### src/rtl/display_alarm_arbiter.sv
// Arbitrates the active-low 32-bit seven-segment bus between the CPU word and a blinking alarm overlay.
// Optional feature macro: DISPLAY_ALARM_SNOOZE_EN (ack snoozes and re-rings instead of releasing the bus).
module display_alarm_arbiter #(
  parameter int unsigned BLINK_DIV    = 12_500_000,
  parameter int unsigned RING_MAX     = 240,
  parameter int unsigned SNOOZE_TICKS = 1200
) (
  input  logic        clk,
  input  logic        reset_n,
  input  logic [31:0] cpu_seg,
  input  logic        cpu_we,
  input  logic        alarm_req,
  input  logic [31:0] alarm_seg,
  input  logic        ack_n,
  output logic [31:0] seg_out,
  output logic        ringing,
  output logic        snoozing,
  output logic        missed
);
  localparam int unsigned PW   = (BLINK_DIV > 1) ? $clog2(BLINK_DIV) : 1;
  localparam int unsigned CMAX = (RING_MAX > SNOOZE_TICKS) ? RING_MAX : SNOOZE_TICKS;
  localparam int unsigned CW   = $clog2(CMAX + 1);

  typedef enum logic [1:0] {
    S_CPU      = 2'd0,
    S_RING_ON  = 2'd1,
    S_RING_OFF = 2'd2
`ifdef DISPLAY_ALARM_SNOOZE_EN
    ,S_SNOOZE  = 2'd3
`endif
  } state_t;

  state_t          r_state, w_state_nxt;
  logic [31:0]     r_cpu_seg, w_cpu_seg_nxt;
  logic [31:0]     r_seg_out, w_seg_nxt;
  logic            r_req_d;
  logic [2:0]      r_ack_sync;
  logic [PW-1:0]   r_presc, w_presc_nxt;
  logic [CW-1:0]   r_ring_cnt, w_ring_nxt;
  logic            r_missed, w_missed_nxt;
  logic            w_req_rise, w_ack, w_tick, w_timeout;
  logic            w_ring_st, w_nxt_ring, w_snz_st, w_nxt_snz, w_keep;

  assign w_cpu_seg_nxt = cpu_we ? cpu_seg : r_cpu_seg;
  assign w_req_rise    = alarm_req & ~r_req_d;
  assign w_ack         = r_ack_sync[2] & ~r_ack_sync[1];
  assign w_ring_st     = (r_state == S_RING_ON) || (r_state == S_RING_OFF);
  assign w_nxt_ring    = (w_state_nxt == S_RING_ON) || (w_state_nxt == S_RING_OFF);
  assign w_tick        = (w_ring_st || w_snz_st) && (r_presc == PW'(BLINK_DIV - 1));
  assign w_timeout     = w_ring_st && w_tick && (r_ring_cnt == CW'(RING_MAX - 1));

`ifdef DISPLAY_ALARM_SNOOZE_EN
  logic [CW-1:0] r_snz_cnt, w_snz_nxt;
  logic          w_snz_done;

  assign w_snz_st   = (r_state == S_SNOOZE);
  assign w_nxt_snz  = (w_state_nxt == S_SNOOZE);
  assign w_snz_done = w_snz_st && w_tick && (r_snz_cnt == CW'(SNOOZE_TICKS - 1));
  assign w_snz_nxt  = (w_nxt_snz && w_snz_st) ? (w_tick ? r_snz_cnt + 1'b1 : r_snz_cnt) : '0;

  always_ff @(posedge clk or negedge reset_n) begin
    if (!reset_n) r_snz_cnt <= '0;
    else          r_snz_cnt <= w_snz_nxt;
  end
`else
  assign w_snz_st  = 1'b0;
  assign w_nxt_snz = 1'b0;
`endif

  // Priority within ringing: cancel > ack > timeout > blink tick.
  always_comb begin
    w_state_nxt  = r_state;
    w_missed_nxt = r_missed;
    case (r_state)
      S_CPU: begin
        if (w_req_rise) begin
          w_state_nxt  = S_RING_ON;
          w_missed_nxt = 1'b0;
        end
      end
      S_RING_ON, S_RING_OFF: begin
        if (!alarm_req) begin
          w_state_nxt = S_CPU;
        end else if (w_ack) begin
`ifdef DISPLAY_ALARM_SNOOZE_EN
          w_state_nxt = S_SNOOZE;
`else
          w_state_nxt = S_CPU;
`endif
        end else if (w_timeout) begin
          w_state_nxt  = S_CPU;
          w_missed_nxt = 1'b1;
        end else if (w_tick) begin
          w_state_nxt = (r_state == S_RING_ON) ? S_RING_OFF : S_RING_ON;
        end
      end
`ifdef DISPLAY_ALARM_SNOOZE_EN
      S_SNOOZE: begin
        if (!alarm_req)      w_state_nxt = S_CPU;
        else if (w_snz_done) w_state_nxt = S_RING_ON;
      end
`endif
      default: w_state_nxt = S_CPU;
    endcase
  end

  // Counters keep running only while staying inside the same ring or snooze region; any entry restarts them.
  assign w_keep      = (w_nxt_ring && w_ring_st) || (w_nxt_snz && w_snz_st);
  assign w_presc_nxt = (w_keep && !w_tick) ? r_presc + 1'b1 : '0;
  assign w_ring_nxt  = (w_nxt_ring && w_ring_st) ? (w_tick ? r_ring_cnt + 1'b1 : r_ring_cnt) : '0;

  always_comb begin
    w_seg_nxt = w_cpu_seg_nxt;
    if (w_state_nxt == S_RING_ON)       w_seg_nxt = alarm_seg;
    else if (w_state_nxt == S_RING_OFF) w_seg_nxt = '1;
  end

  always_ff @(posedge clk or negedge reset_n) begin
    if (!reset_n) begin
      r_state    <= S_CPU;
      r_cpu_seg  <= '1;
      r_seg_out  <= '1;
      r_req_d    <= 1'b1;
      r_ack_sync <= '1;
      r_presc    <= '0;
      r_ring_cnt <= '0;
      r_missed   <= 1'b0;
    end else begin
      r_state    <= w_state_nxt;
      r_cpu_seg  <= w_cpu_seg_nxt;
      r_seg_out  <= w_seg_nxt;
      r_req_d    <= alarm_req;
      r_ack_sync <= {r_ack_sync[1:0], ack_n};
      r_presc    <= w_presc_nxt;
      r_ring_cnt <= w_ring_nxt;
      r_missed   <= w_missed_nxt;
    end
  end

  assign seg_out  = r_seg_out;
  assign ringing  = w_ring_st;
  assign snoozing = w_snz_st;
  assign missed   = r_missed;
endmodule

### config.mk
export PLATFORM = sky130hd
export DESIGN_NAME = display_alarm_arbiter
export DESIGN_NICKNAME = d
export VERILOG_FILES = /design/src/rtl/display_alarm_arbiter.sv
export SDC_FILE = /design/constraint.sdc
export NUM_CORES = 1
export LEC_CHECK = 0
export BUFFER_PORTS_ARGS = -buffer_cell sky130_fd_sc_hd__buf_4
export CORE_ASPECT_RATIO = 1.25
export CORE_MARGIN = 2
export CORE_UTILIZATION = 52
export DETAILED_ROUTE_END_ITERATION = 10
export PLACE_DENSITY = 0.86
export SETUP_SLACK_MARGIN = 0.02
export SYNTH_ARGS = -nofsm -noshare
export SYNTH_HDL_FRONTEND = slang
export SYNTH_SLANG_ARGS = --single-unit
### constraint.sdc
create_clock -name clk -period 8.6 [get_ports clk]
set_input_delay 0 -clock clk [delete_from_list [all_inputs] [get_ports clk]]
set_output_delay 0 -clock clk [all_outputs]
set_load 0.02 [all_outputs]
* Word-level counts from Yosys, hierarchy flattened
Cells that the tools add are included.
Storage, ports and cells: register bits after elaboration 106, bits of input ports 69, output and inout port bits 35, word-level logic and storage cells 55
Operators by class: add/subtract/negate cells 2, equal/unequal tests 11, multiplexer cells 18, bitwise gates (word level) 4, reduce and logical (&&, ||, !) cells 12
Operators by type and width (count):
- $mux W32 | 3
- $add A24 B1 Y24 const B | 1
- $eq A24 B24 Y1 const B | 1
- $mux W24 | 1
- $mux W11 | 2
- $mux W2 | 6
- $add A11 B1 Y11 const B | 1
- $eq A11 B8 Y1 const B | 1
- $ne A2 B2 Y1 const B | 5
- $logic_and A1 B1 Y1 | 5
- $reduce_and A5 Y1 | 1
- $eq A2 B1 Y1 const B | 2
- $eq A2 B2 Y1 const B | 2
- $mux W1 | 4
- $pmux W2 S2 | 1
- $and A1 B1 Y1 | 2
- $logic_not A2 Y1 | 1
- $logic_or A1 B1 Y1 | 2
- $not A1 Y1 | 2
- $pmux W1 S2 | 1
- $reduce_bool A2 Y1 | 1
- $reduce_or A2 Y1 | 1
- $logic_not A1 Y1 | 1

* Depth between registers and ports, before layout
word-level depth 14, gate-level depth with buffers 13, mapped depth without buffers 10

* Worst setup path after synthesis
No wires, ideal clock.
path kind reg-to-reg, start register r_presc[6], end register r_seg_out[0], in the netlist seg_out[0], setup time 0.082 ns, data arrival time 2.992 ns, required time 8.518 ns, slack 5.527 ns, cell stages (with the launch flop) 11, buffers on the path 3, period minus slack after synthesis 3.073 ns, cells stage by stage dfrtp_1 -> or4_4 -> nor4_4 -> and2_2 -> buf_2 -> o21ai_0 -> a31o_2 -> ha_1 -> clkbuf_1 -> clkbuf_1 -> o31a_1
On the way: cells in the longest elaborated chain, start to end 11, elaborated cells between the ends (all ways) 13, those cells by class eq/ne (3); mux (7); reduce/logical (3)
RTL lines:
- from (decl) | line 38 | logic [PW-1:0] r_presc, w_presc_nxt;
- from (signal assigned) | line 134 | r_presc <= w_presc_nxt;
- $eq A24 B24 Y1 (*) | line 49 | assign w_tick = (w_ring_st || w_snz_st) && (r_presc == PW'(BLINK_DIV - 1));
- $logic_and A1 B1 Y1 (*) | line 49
- $logic_and A1 B1 Y1 (2 in a row) | line 50 | assign w_timeout = w_ring_st && w_tick && (r_ring_cnt == CW'(RING_MAX - 1));
- $mux W2 (*) | line 90 | end else if (w_timeout) begin
- $mux W2 (*) | line 84 | end else if (w_ack) begin
- $mux W2 (*) | line 82 | if (!alarm_req) begin
- $pmux W2 S2 (*) | line 74 | case (r_state)
- via w_state_nxt[0] | line 33 | state_t r_state, w_state_nxt;
- $eq A2 B2 Y1 | line 115 | else if (w_state_nxt == S_RING_OFF) w_seg_nxt = '1;
- $mux W32 | line 115
- $mux W32 (*) | line 114 | if (w_state_nxt == S_RING_ON) w_seg_nxt = alarm_seg;
- via w_seg_nxt[0] | line 35 | logic [31:0] r_seg_out, w_seg_nxt;
- to (signal assigned) | line 131 | r_seg_out <= w_seg_nxt;
- to (decl) | line 35
The timed path passes the listed nets; every way through them passes the cells marked *. A chain may end at the register's enable or synchronous reset.

* Worst setup path after layout
start register r_presc[6], end register r_seg_out[7], in the netlist seg_out[7]
On the way: cells in the longest elaborated chain, start to end 11, elaborated cells between the ends (all ways) 13, those cells by class eq/ne (3); mux (7); reduce/logical (3)
RTL lines (line):
- $eq A24 B24 Y1 (*) | 49
- $logic_and A1 B1 Y1 (*) | 49
- $logic_and A1 B1 Y1 (2 in a row) | 50
- $mux W2 (*) | 90
- $mux W2 (*) | 84
- $mux W2 (*) | 82
- $pmux W2 S2 (*) | 74
- $eq A2 B2 Y1 | 115
- $mux W32 | 115
- $mux W32 (*) | 114
- via w_seg_nxt[7] | 35
Marks and branches as above.

==> metrics.txt <==
outcome completed; unrepaired setup endpoints after global routing no; Synth top area share 0.3761; Final Routed Wirelength 14420 um; worst min-delay path class input port to async pin; net count of the finished layout 630; Die X 89.49 um; Iter 0 DRT Violations 396; Setup WS pre-CTS 4.988 ns; I/O pin count 104; num rows 39; least setup slack across all paths after layout 4.720 ns; Period Utilization, post-route 0.4512; buffers added on ports 102; most common cell after layout, fill and taps aside buf_4; sequential fraction of design power 0.421; pin slew with the least headroom to its limit 1.208 ns; TritonCTS clock tree built; Congestion Overflow GR 0; crit end category flop; top cells by area in the synthesized netlist dfstp_2, dfrtp_1, mux2_2; fin crit period 3.880 ns; root buffer cell clkbuf_16; effective utilization at floorplan 0.5263; placed cell count 600; depth of the worst register-to-register path 7; Slew headroom 0.1944; via count 3940; synth-to-layout area growth 38.50%; wire length of the first global-routing pass 21650 um; slowest stage delay, CP 1.02 ns; family with the most delay on the worst path simple AND/OR/NAND/NOR gates; half-perimeter wire length after placement 6716 um; share of total power in the clock network 0.249; slack of the worst reg-to-reg path 4.72 ns; leak pwr 2.713 nW; clock latency on the worst-skew pair 0.35 ns; maximum fanout along the worst path 64; Crit path required time 8.87 ns; initial antenna violation count 0; number of standard cells in the layout, taps in and fillers out 683; most common flop cell mapped by yosys dfstp_2; Design Power 1.654 mW; library cell occupying the most area in the post-synthesis netlist dfstp_2; number of register bits inferred by synthesis 106; number of inserted filler cells in the final layout 484; Final GP Congestion 0.7981; Post-Synthesis Cells 393; number of antenna cells inserted 0; Setup Viol. Count Final 0; leading cell types in the layout, fill and taps excluded buf_4, dfstp_2, dlygate4sd3_1; data arrival time at the worst-slack endpoint 4.15 ns; total die area 9921 sq um; combinational group share of total power 0.330; CTS resizes 0; Worst R2R End seg_out[7]; post-synthesis async set-or-reset flop share 1.000; max cap viols 0; first drt pass iteration count 8; Slowest-stage cell, CP ha_2; Post-Synthesis Mean Instance Area 12.09 sq um; number of pins exceeding their max-slew limit in the final report 0; number of failing hold endpoints at the final stage 0; internal power 1.111 mW; Worst R2R Start r_presc[6]; clock transition at the registers of the reported paths 0.07 ns; DRC violation count after routing 0; post-route cell area 6580 sq um; post-synth design cell area 4751 sq um; sequential element share of the synthesized area 0.5762; largest net degree at the start of global routing 70; net count after synthesis 468; worst clock skew on the final layout 0.01309 ns; maximum root-to-sink buffer count 2; number of buffers added by the clock tree synthesis step 9; switching power total 542.7 uW; via count of the first global-routing pass 4075; Die Y-Extent 110.9 um; ratio of cells with drive above 1 in the final layout 0.4071; startpoint kind of the worst setup timing path flop; Final TNS setup 0 ns; Critical Setup Path Class flop to flop; post-DR vias/cell 5.769; Post-synth EDFFs 0; Final ANT Viol Nets 0; Switching Share 0.3281; Avg WL per Cell 21.11 um; level count of the clock H-tree 3; total core area 9027 sq um; sum of buffers and inverters on the critical path 0; count of cell types in the netlist 45; highest clock rate 257.7 MHz; Yosys warning total 0; Clock Sinks 106; post-place instance area 5608 sq um; ordered cell list for the critical path or4_4 -> nor4_4 -> nand4_1 -> a41oi_1 -> ha_2 -> nand2b_1 -> o31a_1; power density of the placed cells 251.3 nW/um^2; overall global routing resource usage 0.2872; largest voltage drop on the vdd net 0.1422 mV
## worst max path at each step
stage | startpoint | to | slack, ns | depth (start not counted)
floorplan | r_presc[6] | seg_out[0] | 5.53 | 10
global placement | r_presc[6] | seg_out[22] | 5.16 | 7
detailed placement | r_presc[6] | seg_out[20] | 4.99 | 7
CTS | r_presc[6] | seg_out[5] | 4.95 | 7
global route | r_presc[6] | seg_out[9] | 4.54 | 7
finish | r_presc[6] | seg_out[7] | 4.72 | 7
## kinds of logic after synthesis
logic type               after synthesis  synth area share
other                                  1         0.0007893
flip-flops                           106            0.5762
adder cells (fa/ha/maj)                6           0.01580
multiplexers                          33           0.07822
AO/OA/AOI/OAI                         54           0.08981
AND/OR/NAND/NOR                      140            0.1678
XOR/XNOR                              27           0.04977
buffers and inverters                 26           0.02159
## cell type report
| class | count | area, sq um | share of cell area |
|---|---|---|---|
| Sequential cell | 106 | 2738 | 0.4160 |
| Timing Repair Buffer | 171 | 1451 | 0.2206 |
| Clock buffer | 12 | 267.8 | 0.04069 |
| Clock inverter | 4 | 33.78 | 0.005134 |
| Tap cell | 123 | 153.9 | 0.02339 |
| Multi-Input combinational cell | 261 | 1913 | 0.2907 |
| Inverter | 6 | 22.52 | 0.003423 |
## flip-flops by register name, summed over array words and instances (netlist names)
register    count
r_presc        24
r_ack_sync      3
seg_out        32
r_req_d         1
r_state         2
r_cpu_seg      32
missed          1
r_ring_cnt     11
## synthesized netlist by cell type (all sizes together), types with 2 or more instances
| cell | n |
|---|---|
| nand2 | 14 |
| inv | 6 |
| dfrtp | 38 |
| xnor2 | 17 |
| nand4 | 10 |
| mux2 | 33 |
| and4 | 5 |
| nand2b | 35 |
| o31ai | 3 |
| o31a | 32 |
| clkbuf | 15 |
| o21ai | 3 |
| nor3 | 4 |
| nor2b | 2 |
| or3 | 3 |
| or4 | 4 |
| buf | 5 |
| nand3 | 16 |
| dfstp | 68 |
| and3 | 5 |
| and2 | 3 |
| xor2 | 10 |
| a21oi | 7 |
| nor4 | 5 |
| ha | 6 |
| nor2 | 32 |
## power groups by stage
| stage | clock network, mW | registers, mW | logic, mW |
|---|---|---|---|
| 3_3_place_gp | 0 | 0.695 | 0.472 |
| 6_report | 0.412 | 0.695 | 0.546 |
| 3_5_place_dp | 0 | 0.696 | 0.488 |
| 4_1_cts | 0.405 | 0.687 | 0.515 |
| 2_1_floorplan | 0 | 0.794 | 0.198 |
| 5_1_grt | 0.437 | 0.701 | 0.574 |
## per-layer routing
layer / global-route usage / vias up / wire length, um
met2: 0.4726 / 222 / 7313
met1: 0.3681 / 1955 / 5651
li1: - / 1716 / -
met3: 0.06255 / 47 / 986
met5: 0 / - / 0
met4: 0.1045 / 0 / 465
## metrics by stage
step / hold WS [ns] / utilization
2_1_floorplan: -0.2956 / -
3_3_place_gp: -0.01156 / 0.6212
3_5_place_dp: -0.004438 / 0.6212
4_1_cts: 0.002691 / 0.7278
5_1_grt: 0.2222 / 0.7289
6_report: 0.1813 / 0.7289
## timing repair
action	4_1_cts	5_1_grt
hold buffers	66	1
hold endpoints to repair	102	1
setup buffers	0	0
Note: power is estimated with default switching activity, not from simulation.
